===== config.mk =====
export PLATFORM = sky130hd
export DESIGN_NAME = div_ctrl_flat
export DESIGN_NICKNAME = d
export VERILOG_FILES = /design/src/rtl/div_ctrl_if.sv /design/src/rtl/div_ctrl.sv /design/src/flat_wrapper.sv
export SDC_FILE = /design/constraint.sdc
export NUM_CORES = 1
export LEC_CHECK = 0
export CORE_UTILIZATION = 29
export CTS_BUF_LIST = sky130_fd_sc_hd__clkbuf_8
export CTS_CLUSTER_DIAMETER = 50
export DETAILED_ROUTE_END_ITERATION = 8
export PLACE_DENSITY_LB_ADDON = 0.25
export SLEW_MARGIN = 20
export SYNTH_ARGS = -nofsm -noshare
export SYNTH_HDL_FRONTEND = slang
export SYNTH_SLANG_ARGS = --single-unit
export TNS_END_PERCENT = 30

===== constraint.sdc =====
create_clock -name clock -period 2.9 [get_ports clock]
set_clock_uncertainty 0.2 [all_clocks]
set_input_delay 0.725 -clock clock [delete_from_list [all_inputs] [get_ports clock]]
set_output_delay 0.725 -clock clock [all_outputs]
set_load 0.03 [all_outputs]

===== src/rtl/div_ctrl_if.sv =====
// div_ctrl_if: operand/result bus between div_ctrl and the
// shared unsigned divider (start pulse, busy flag, results).
interface div_ctrl_if #(
  parameter int WIDTH = 32
);
  logic [WIDTH-1:0] dividend;
  logic [WIDTH-1:0] divisor;
  logic             start;
  logic             busy;
  logic [WIDTH-1:0] q;
  logic [WIDTH-1:0] r;

  modport master (
    output dividend, divisor, start,
    input  busy, q, r
  );

  modport slave (
    input  dividend, divisor, start,
    output busy, q, r
  );
endinterface


===== src/rtl/div_ctrl.sv =====
// div_ctrl: sequences DIV/DIVU through the shared divider,
// applies sign fix-up and owns the HI/LO registers.
module div_ctrl #(
  parameter int WIDTH = 32
) (
  input  logic             clock,
  input  logic             reset,
  input  logic             op_valid,
  input  logic             op_signed,
  input  logic [WIDTH-1:0] rs_val,
  input  logic [WIDTH-1:0] rt_val,
  input  logic             mthi,
  input  logic             mtlo,
  input  logic [WIDTH-1:0] wdata,
  output logic             stall,
  output logic             done,
  output logic [WIDTH-1:0] hi,
  output logic [WIDTH-1:0] lo,
  div_ctrl_if.master       dv
);

  localparam logic [2:0] IDLE  = 3'd0;
  localparam logic [2:0] START = 3'd1;
  localparam logic [2:0] WAIT  = 3'd2;
  localparam logic [2:0] RUN   = 3'd3;
  localparam logic [2:0] FIX   = 3'd4;
  localparam logic [2:0] DONE  = 3'd5;

  logic [2:0]       state;
  logic             sq;
  logic             sr;
  logic [WIDTH-1:0] dvd;
  logic [WIDTH-1:0] dvs;
  logic [WIDTH-1:0] hi_q;
  logic [WIDTH-1:0] lo_q;
  logic             accept;
  logic             in_flight;

  function automatic logic [WIDTH-1:0] neg(
    input logic [WIDTH-1:0] x
  );
    return ~x + {{(WIDTH-1){1'b0}}, 1'b1};
  endfunction

  function automatic logic [WIDTH-1:0] mag(
    input logic [WIDTH-1:0] x,
    input logic             s
  );
    return (s & x[WIDTH-1]) ? neg(x) : x;
  endfunction

  // Decode which states accept work and which hold the pipe.
  always_comb begin
    accept    = (state == IDLE) || (state == DONE);
    in_flight = (state == START) || (state == WAIT) ||
                (state == RUN)   || (state == FIX);
  end

  // Stall is combinational so the op's own cycle is held.
  always_comb begin
    stall = ~reset &
            (in_flight | (accept & op_valid & (|rt_val)));
  end

  assign done        = (state == DONE);
  assign hi          = hi_q;
  assign lo          = lo_q;
  assign dv.dividend = dvd;
  assign dv.divisor  = dvs;
  assign dv.start    = (state == START);

  // Sequencer, operand latches and HI/LO update.
  always_ff @(posedge clock) begin
    if (reset) begin
      state <= IDLE;
      sq    <= 1'b0;
      sr    <= 1'b0;
      dvd   <= '0;
      dvs   <= '0;
      hi_q  <= '0;
      lo_q  <= '0;
    end else if (accept) begin
      if (op_valid) begin
        sq <= op_signed &
              (rs_val[WIDTH-1] ^ rt_val[WIDTH-1]);
        sr <= op_signed & rs_val[WIDTH-1];
        if (|rt_val) begin
          dvd   <= mag(rs_val, op_signed);
          dvs   <= mag(rt_val, op_signed);
          state <= START;
        end else begin
          lo_q  <= '1;
          hi_q  <= rs_val;
          state <= DONE;
        end
      end else begin
        if (mthi) hi_q <= wdata;
        if (mtlo) lo_q <= wdata;
        state <= IDLE;
      end
    end else begin
      unique case (state)
        START: state <= WAIT;
        WAIT:  if (dv.busy) state <= RUN;
        RUN:   if (!dv.busy) state <= FIX;
        FIX: begin
          lo_q  <= sq ? neg(dv.q) : dv.q;
          hi_q  <= sr ? neg(dv.r) : dv.r;
          state <= DONE;
        end
        default: state <= IDLE;
      endcase
    end
  end

endmodule


===== src/flat_wrapper.sv =====
// flat-port wrapper written by rule: the top's interface ports become plain ports
module div_ctrl_flat 
#(
  parameter int WIDTH = 32
)
  (clock, reset, op_valid, op_signed, rs_val, rt_val, mthi, mtlo, wdata, stall, done, hi, lo, dv_dividend, dv_divisor, dv_start, dv_busy, dv_q, dv_r);
  div_ctrl_if #(.WIDTH(WIDTH)) dv_i ();
  input  logic clock;
  input  logic reset;
  input  logic op_valid;
  input  logic op_signed;
  input  logic [WIDTH-1:0] rs_val;
  input  logic [WIDTH-1:0] rt_val;
  input  logic mthi;
  input  logic mtlo;
  input  logic [WIDTH-1:0] wdata;
  output logic stall;
  output logic done;
  output logic [WIDTH-1:0] hi;
  output logic [WIDTH-1:0] lo;
  output wire logic [$bits(dv_i.dividend)-1:0] dv_dividend;
  output wire logic [$bits(dv_i.divisor)-1:0] dv_divisor;
  output wire logic [$bits(dv_i.start)-1:0] dv_start;
  input wire logic [$bits(dv_i.busy)-1:0] dv_busy;
  input wire logic [$bits(dv_i.q)-1:0] dv_q;
  input wire logic [$bits(dv_i.r)-1:0] dv_r;
  assign dv_dividend = dv_i.dividend;
  assign dv_divisor = dv_i.divisor;
  assign dv_start = dv_i.start;
  assign dv_i.busy = dv_busy;
  assign dv_i.q = dv_q;
  assign dv_i.r = dv_r;
  div_ctrl #(.WIDTH(WIDTH)) u_core (.clock(clock), .reset(reset), .op_valid(op_valid), .op_signed(op_signed), .rs_val(rs_val), .rt_val(rt_val), .mthi(mthi), .mtlo(mtlo), .wdata(wdata), .stall(stall), .done(done), .hi(hi), .lo(lo), .dv(dv_i));
endmodule

### Yosys cells after proc, flatten, opt, wreduce, memory -nomap -nowiden

Cells that the tools add are included.

* output and inout bits: 131
* input port bits: 167
* flip-flop bits (word level): 133
* logic and storage cells: 66

* mux-type cells: 20
* equal/unequal tests: 10
* add/sub/neg operators: 4
* bitwise logic cells: 13
* reduce and logical (&&, ||, !) cells: 12

Operators with widths (count)
* $mux W32: 14
* $add A32 B1 Y32 const B: 4
* $not A32 Y32: 4
* $reduce_or A32 Y1: 1
* $mux W3: 5
* $pmux W3 S4: 1
* $ne A3 B3 Y1 const B: 3
* $reduce_and A3 Y1: 3
* $and A1 B1 Y1: 6
* $eq A3 B2 Y1 const B: 2
* $eq A3 B3 Y1 const B: 2
* $ne A3 B2 Y1 const B: 2
* $logic_or A1 B1 Y1: 4
* $reduce_and A2 Y1: 2
* $eq A3 B1 Y1 const B: 1
* $logic_not A3 Y1: 1
* $reduce_bool A2 Y1: 1
* $not A1 Y1: 1
* $or A1 B1 Y1: 1
* $xor A1 B1 Y1: 1

### Logic depth before layout (Yosys ltp)

Gate-level depths: netlist (run 1).

* word-level depth: 6
* mapped depth: 9
* gate-level depth less buffers: 8

### Worst setup path after synthesis (run 1)

Ideal clock, no wire load.

* kind: input to output
* start: in rt_val[29]
* end: out stall
* data required time: 1975 ps
* data arrival time: 2367 ps
* slack: -392 ps
* path buffers: 0
* cell stages on the path: 5
* cells stage by stage: or4_1 or2_2 nor4_4 nand2b_1 a21oi_1

* cells in the longest elaborated chain, start to end: 4

RTL lines
* start, declared: RTL line flat_wrapper.sv:13 `input logic [WIDTH-1:0] rt_val;`
* $reduce_or A32 Y1: RTL line div_ctrl.sv:62 `(in_flight | (accept & op_valid & (|rt_val)));`
* $and A1 B1 Y1: RTL line div_ctrl.sv:62
* $or A1 B1 Y1: RTL line div_ctrl.sv:62
* $and A1 B1 Y1: RTL line div_ctrl.sv:61 `stall = ~reset &`
* end, declared: RTL line flat_wrapper.sv:17 `output logic stall;`

No other way between the ends.

### Final worst setup path (run 1)

* start: in rt_val[27]
* end: out stall

Same word-level chain as after synthesis.

==> results of run 1 <==
## area by class of cell
cell class              count  share of cell area [%]
clock buffers              18                    1.78
multi-input cells         844                    40.2
inverters                  13                   0.350
flip-flops and latches    133                    19.1
well taps                 384                    3.44
clock inverters            14                   0.753
diodes                      2                  0.0359
repair buffers            530                    34.4
## stage by stage
stage	hold slack (ps)	power [uW]
after global routing	289	6610
final	253	6280
after floorplan	319	3520
after global placement	242	4810
after CTS	255	6320
after detailed placement	245	4830
## metal layers
| layer | vias up | wire, um | global-route usage, % |
|---|---|---|---|
| li1 | 4885 | - | - |
| met1 | 4671 | 16900 | 32.8 |
| met2 | 378 | 16700 | 39.2 |
| met3 | 48 | 2500 | 4.88 |
| met4 | 0 | 858 | 7.73 |
| met5 | - | 0 | 0 |
## worst reg2reg max path: stages, from the launching register on
cell and delay [ps]:
dfxtp_1 460, xor2_1 390, or2_2 200, nor4_1 60, buf_4 150, a21boi_2 320, buf_12 200, buf_4 200
nand2_1 70, a21oi_1 140
## power groups by stage
stage | Clock, uW | Combinational (uW) | Sequential [uW]
after floorplan | 0 | 880 | 2640
after CTS | 1520 | 2600 | 2200
after detailed placement | 0 | 2590 | 2240
final | 1480 | 2600 | 2200
after global routing | 1600 | 2780 | 2230
after global placement | 0 | 2570 | 2240
## synthesized netlist by cell type, types with 12 or more instances
| master | n |
|---|---|
| clkbuf_1 | 65 |
| a211oi_1 | 30 |
| o31ai_1 | 30 |
| dfxtp_1 | 133 |
| o21ai_0 | 80 |
| inv_1 | 13 |
| or3_1 | 20 |
| nor3_1 | 31 |
| mux2i_1 | 35 |
| o211ai_1 | 16 |
| xnor2_1 | 61 |
| o221ai_1 | 12 |
| nor2_1 | 78 |
| a21oi_1 | 104 |
| xor2_1 | 56 |
| o41ai_1 | 22 |
| nor4_1 | 17 |
| nand2_1 | 118 |
## placed cells by master, fill, tap and decap left out, types with 18 or more instances in the layout
cell               n
or3_1             18
nor3_1            30
o21ai_0           75
mux2i_1           35
o31ai_1           28
nand2_1          117
o41ai_1           18
a211oi_1          30
buf_4            225
nor2_1            73
xor2_1            56
clkdlybuf4s50_1  265
dfxtp_1          133
clkbuf_8          18
a21oi_1          103
xnor2_1           61
## path summary, 6_finish.rpt
| path | from | endpoint | slack [ps] | depth (start not counted) |
|---|---|---|---|---|
| max reg2reg | u_core.state[2] | u_core.lo[6] | 460 | 9 |
| max | rt_val[27] | stall | -300 | 7 |
| min reg2reg | u_core.lo[0] | u_core.lo[0] | 250 | 2 |
| min | u_core.lo[0] | u_core.lo[0] | 250 | 2 |
## flip-flops by register name (all words and copies together), names as in the netlist
| signal | flops |
|---|---|
| u_core.sr | 1 |
| u_core.lo | 32 |
| u_core.hi | 32 |
| u_core.dv.divisor | 32 |
| u_core.state | 3 |
| u_core.dv.dividend | 32 |
| u_core.sq | 1 |
## cells by family (layout without fill, tap and decap cells)
logic type               count (synthesis)  after routing  share of synthesized area [%]
adder cells (fa/ha/maj)                  7              7                          0.951
other                                    0              2                              0
flip-flops                             133            133                           31.6
multiplexers                            35             35                           4.16
XOR/XNOR                               117            117                           12.2
AO/OA/AOI/OAI                          351            351                           27.4
buffers and inverters                   92            575                           4.38
AND/OR/NAND/NOR                        333            334                           19.3
## what timing repair did
action                     in CTS  in global routing
setup endpoints to repair      22                 20
pin swaps                      16                 17
gates resized for setup        65                 28
buffers inserted                4                  6
gates cloned                    1                  0
==> flow_summary.ini, run 1 <==
[critical_path]
worst-path-max-fanout = 2
required_ps = 1980
crit_slowest_cell = or4_4
critPathBufInv = 2
cp_common_cell = buf_6
max_stage_delay_ps = 540
cpLargestDelayFamily = simple AND/OR/NAND/NOR gates
start_kind = input port
endpoint_kind = primary output
arrival_ps = 2280
worstPathCellList = buf_6 > or4_4 > or2_4 > nor4_4 > nand2b_4 > a21oi_4 > buf_6
worstSetupPathType = in -> out

[drt]
drtIter0Drc = 656
drcViolationCount = 0
postRouteAntennaNets = 0
wirelength_um = 37000
wire_per_inst_um = 19.1
vias = 9982
viasPerCell = 5.15
dr.pass1.iters = 5

[floorplanning]
die_h_um = 172
die_area_um2 = 29700
start_util_pct = 29.4
coreArea_um2 = 28600
io_pins = 298
rows = 62
die_w_um = 172

[status]
violations = setup timing
status = complete, but fails checks

[global_route]
grt-ovfl-total = 0
grt_pass1_vias = 9328
antenna_found_initial = 1
grt_max_degree = 50
grt_pass1_wl_um = 54400
grtUsageTotal_pct = 24.5

[yosys]
synth_seq_area_share_pct = 31.6
yosysWarningCount = 0
synth_ff_type = dfxtp_1
syn_nets = 1239
synth.distinct_cells = 63
synth_area_um2 = 8420
synth_area_leader_cell = dfxtp_1
ys_ff_latch = 133
synth_edf_count = 0
synthCells = 1068
synthArstFlopShare_pct = 0
synth_top_area_share_pct = 31.6
synth_area_leaders = dfxtp_1 (32%), xnor2_1 (6.3%), a21oi_1 (6.2%)
avgSynthCellArea_um2 = 7.88

[placement]
placed_area_um2 = 13400
portBuffers = 297
routabilityCongestion = 0.971
pre_cts_ws_ps = -624
hpwl_um = 29000
place_inst = 1894

[timing]
hold_violations = 0
tightestPinTransition_ps = 734
rsz0062_at_grt = true
fin_crit_sh_pct = 110
setup_viol = 1
fin_setup_tns_ps = -302
fin_ws_ps = -302
max_freq_mhz = 312
fin_crit_ps = 3200
slew_headroom_pct = 51.0
slew_viol_final = 0

[final_layout]
multi_input_area_um2 = 5610
fin_util_pct = 48.8
stdcell_count = 1938
drive_above_1_share_pct = 21.2
nFillCells = 2796
final_net_count = 1710
ff_latch_area_um2 = 2660
design_area_um2 = 14000
syn_to_final_growth_pct = 65.8

[power_and_ir_drop]
internal_power_uw = 3820
swShare_pct = 39.2
switchingPower_uw = 2460
clkPwrFrac_pct = 23.5
power_frac_comb_pct = 41.4
leakage_uw = 0.00524
seq_power_share_pct = 35.1
powerDensity_nw_per_um2 = 450
ir_worst_vdd_v = 0.000241

[cts]
clk_latency_ps = 450
hold_buffers = 0
cts_buffer_depth = 2
clk_pin_slew_ps = 80
cts_root_buf = clkbuf_8
htree_levels = 4
cts_tree = yes
cts_inserted_buffers = 17
cts.sinks = 133

[worst_hold_path]
hold_path.class = reg -> reg

[job]
max_cap_viol_count = 0
Note: power is estimated with default switching activity, not from simulation.
==> inputs of run 2 (changes only) <==
DONT_BUFFER_PORTS = 1   (was not set)
==> flow_summary.ini, run 2 (synthesis gave the netlist of run 1 again) <==
[status]
status = finished clean

[drt]
postRouteAntennaNets = 0
drcViolationCount = 0
wire_per_inst_um = 23.4
dr.pass1.iters = 5
viasPerCell = 5.60
vias = 8203
drtIter0Drc = 588
wirelength_um = 34300

[timing]
fin_crit_ps = 2870
slew_headroom_pct = 53.0
setup_viol = 0
tightestPinTransition_ps = 705
slew_viol_final = 0
rsz0062_at_grt = true
hold_violations = 0
max_freq_mhz = 349
whs_ps = 150
fin_crit_sh_pct = 98.8

[power_and_ir_drop]
powerDensity_nw_per_um2 = 567
leakage_uw = 0.00320
ir_worst_vdd_v = 0.000254
total_power_uw = 5440

[critical_path]
worst-path-max-fanout = 3
worstSetupPathType = in -> out
endpoint_kind = primary output
start_kind = input port
arrival_ps = 1940
required_ps = 1980

[floorplanning]
rows = 62
die_area_um2 = 29700
coreArea_um2 = 28600
die_h_um = 172
io_pins = 298
start_util_pct = 29.4
die_w_um = 172

[global_route]
grt-ovfl-total = 0
grt_pass1_vias = 7761
antenna_found_initial = 0
grt_max_degree = 92
grt_pass1_wl_um = 48900
grtUsageTotal_pct = 22.5

[cts]
clk_latency_ps = 450
cts_tree = yes
cts_buffer_depth = 2
cts_root_buf = clkbuf_8
cts_inserted_buffers = 17
hold_buffers = 0
cts.sinks = 133
clk_pin_slew_ps = 70
htree_levels = 4

[final_layout]
syn_to_final_growth_pct = 13.9
final_net_count = 1238
diodes = 0
drive_above_1_share_pct = 11.9
layout_common_cells = dfxtp_1 (132), nand2_1 (118), a21oi_1 (103)
layout_commonest_cell = dfxtp_1

[worst_hold_path]
hold_path.class = in -> reg

[placement]
portBuffers = 0
hpwl_um = 26700
routabilityCongestion = 0.920

[job]
max_cap_viol_count = 0
run 2: final cells by class:
class,count,area [um2]
Clock buffer,17,234
Clock inverter,15,155
Fill cell,3030,19000
Inverter,13,48.8
Multi-Input combinational cell,843,5480
Sequential cell,133,2660
Tap cell,384,480
Timing Repair Buffer,59,531
run 2: final timing paths:
| path | from | endpoint | slack (ps) | cells after the start |
|---|---|---|---|---|
| max | rt_val[29] | stall | 30 | 5 |
| min | reset | u_core.state[0] | 150 | 1 |
| max reg2reg | u_core.state[2] | u_core.lo[15] | 510 | 6 |
| min reg2reg | u_core.state[2] | u_core.state[1] | 400 | 1 |
run 2: timing repair:
action                     in CTS  in global routing
setup buffers                   0                  0
setup endpoints to repair       1                  1
pin swaps                       0                  2
gates resized for setup         2                  2
run 2: critical path: stages:
cell	delay, ps
or4_4	520
or2_4	250
nor4_4	160
nand2b_4	190
a21oi_4	90
run 2: metrics by stage:
| stage | TNS [ps] | cells | instance area, um2 | setup slack, ps | util, % |
|---|---|---|---|---|---|
| 2_1_floorplan | -395 | 1068 | 8470 | -134 | - |
| 3_3_place_gp | -921 | 1432 | 9180 | -159 | 32.1 |
| 3_5_place_dp | -1170 | 1432 | 9180 | -168 | 32.1 |
| 4_1_cts | 0 | 1464 | 9580 | 20.4 | 33.5 |
| 5_1_grt | -53.0 | 1464 | 9590 | -53.0 | 33.5 |
| 6_report | 0 | 1464 | 9590 | 33.8 | 33.5 |
run 2: per-layer routing:
metal  track usage, %  vias to the layer above  share of wire, %  routed length (um)
met4             6.62                        0               1.9                 639
met3             8.77                       32                11                3640
met5                0                        -                 0                   0
li1                 -                     3928                 -                   -
met1             27.6                     3922                42               14300
met2             36.2                      321                46               15600
run 2: power breakdown:
group | internal (uW) | leakage (uW) | switching (uW)
combinational | 482 | 0.00190 | 663
sequential | 2050 | 0.00110 | 628
clock | 767 | 0.000193 | 841
total | 3300 | 0.00320 | 2130
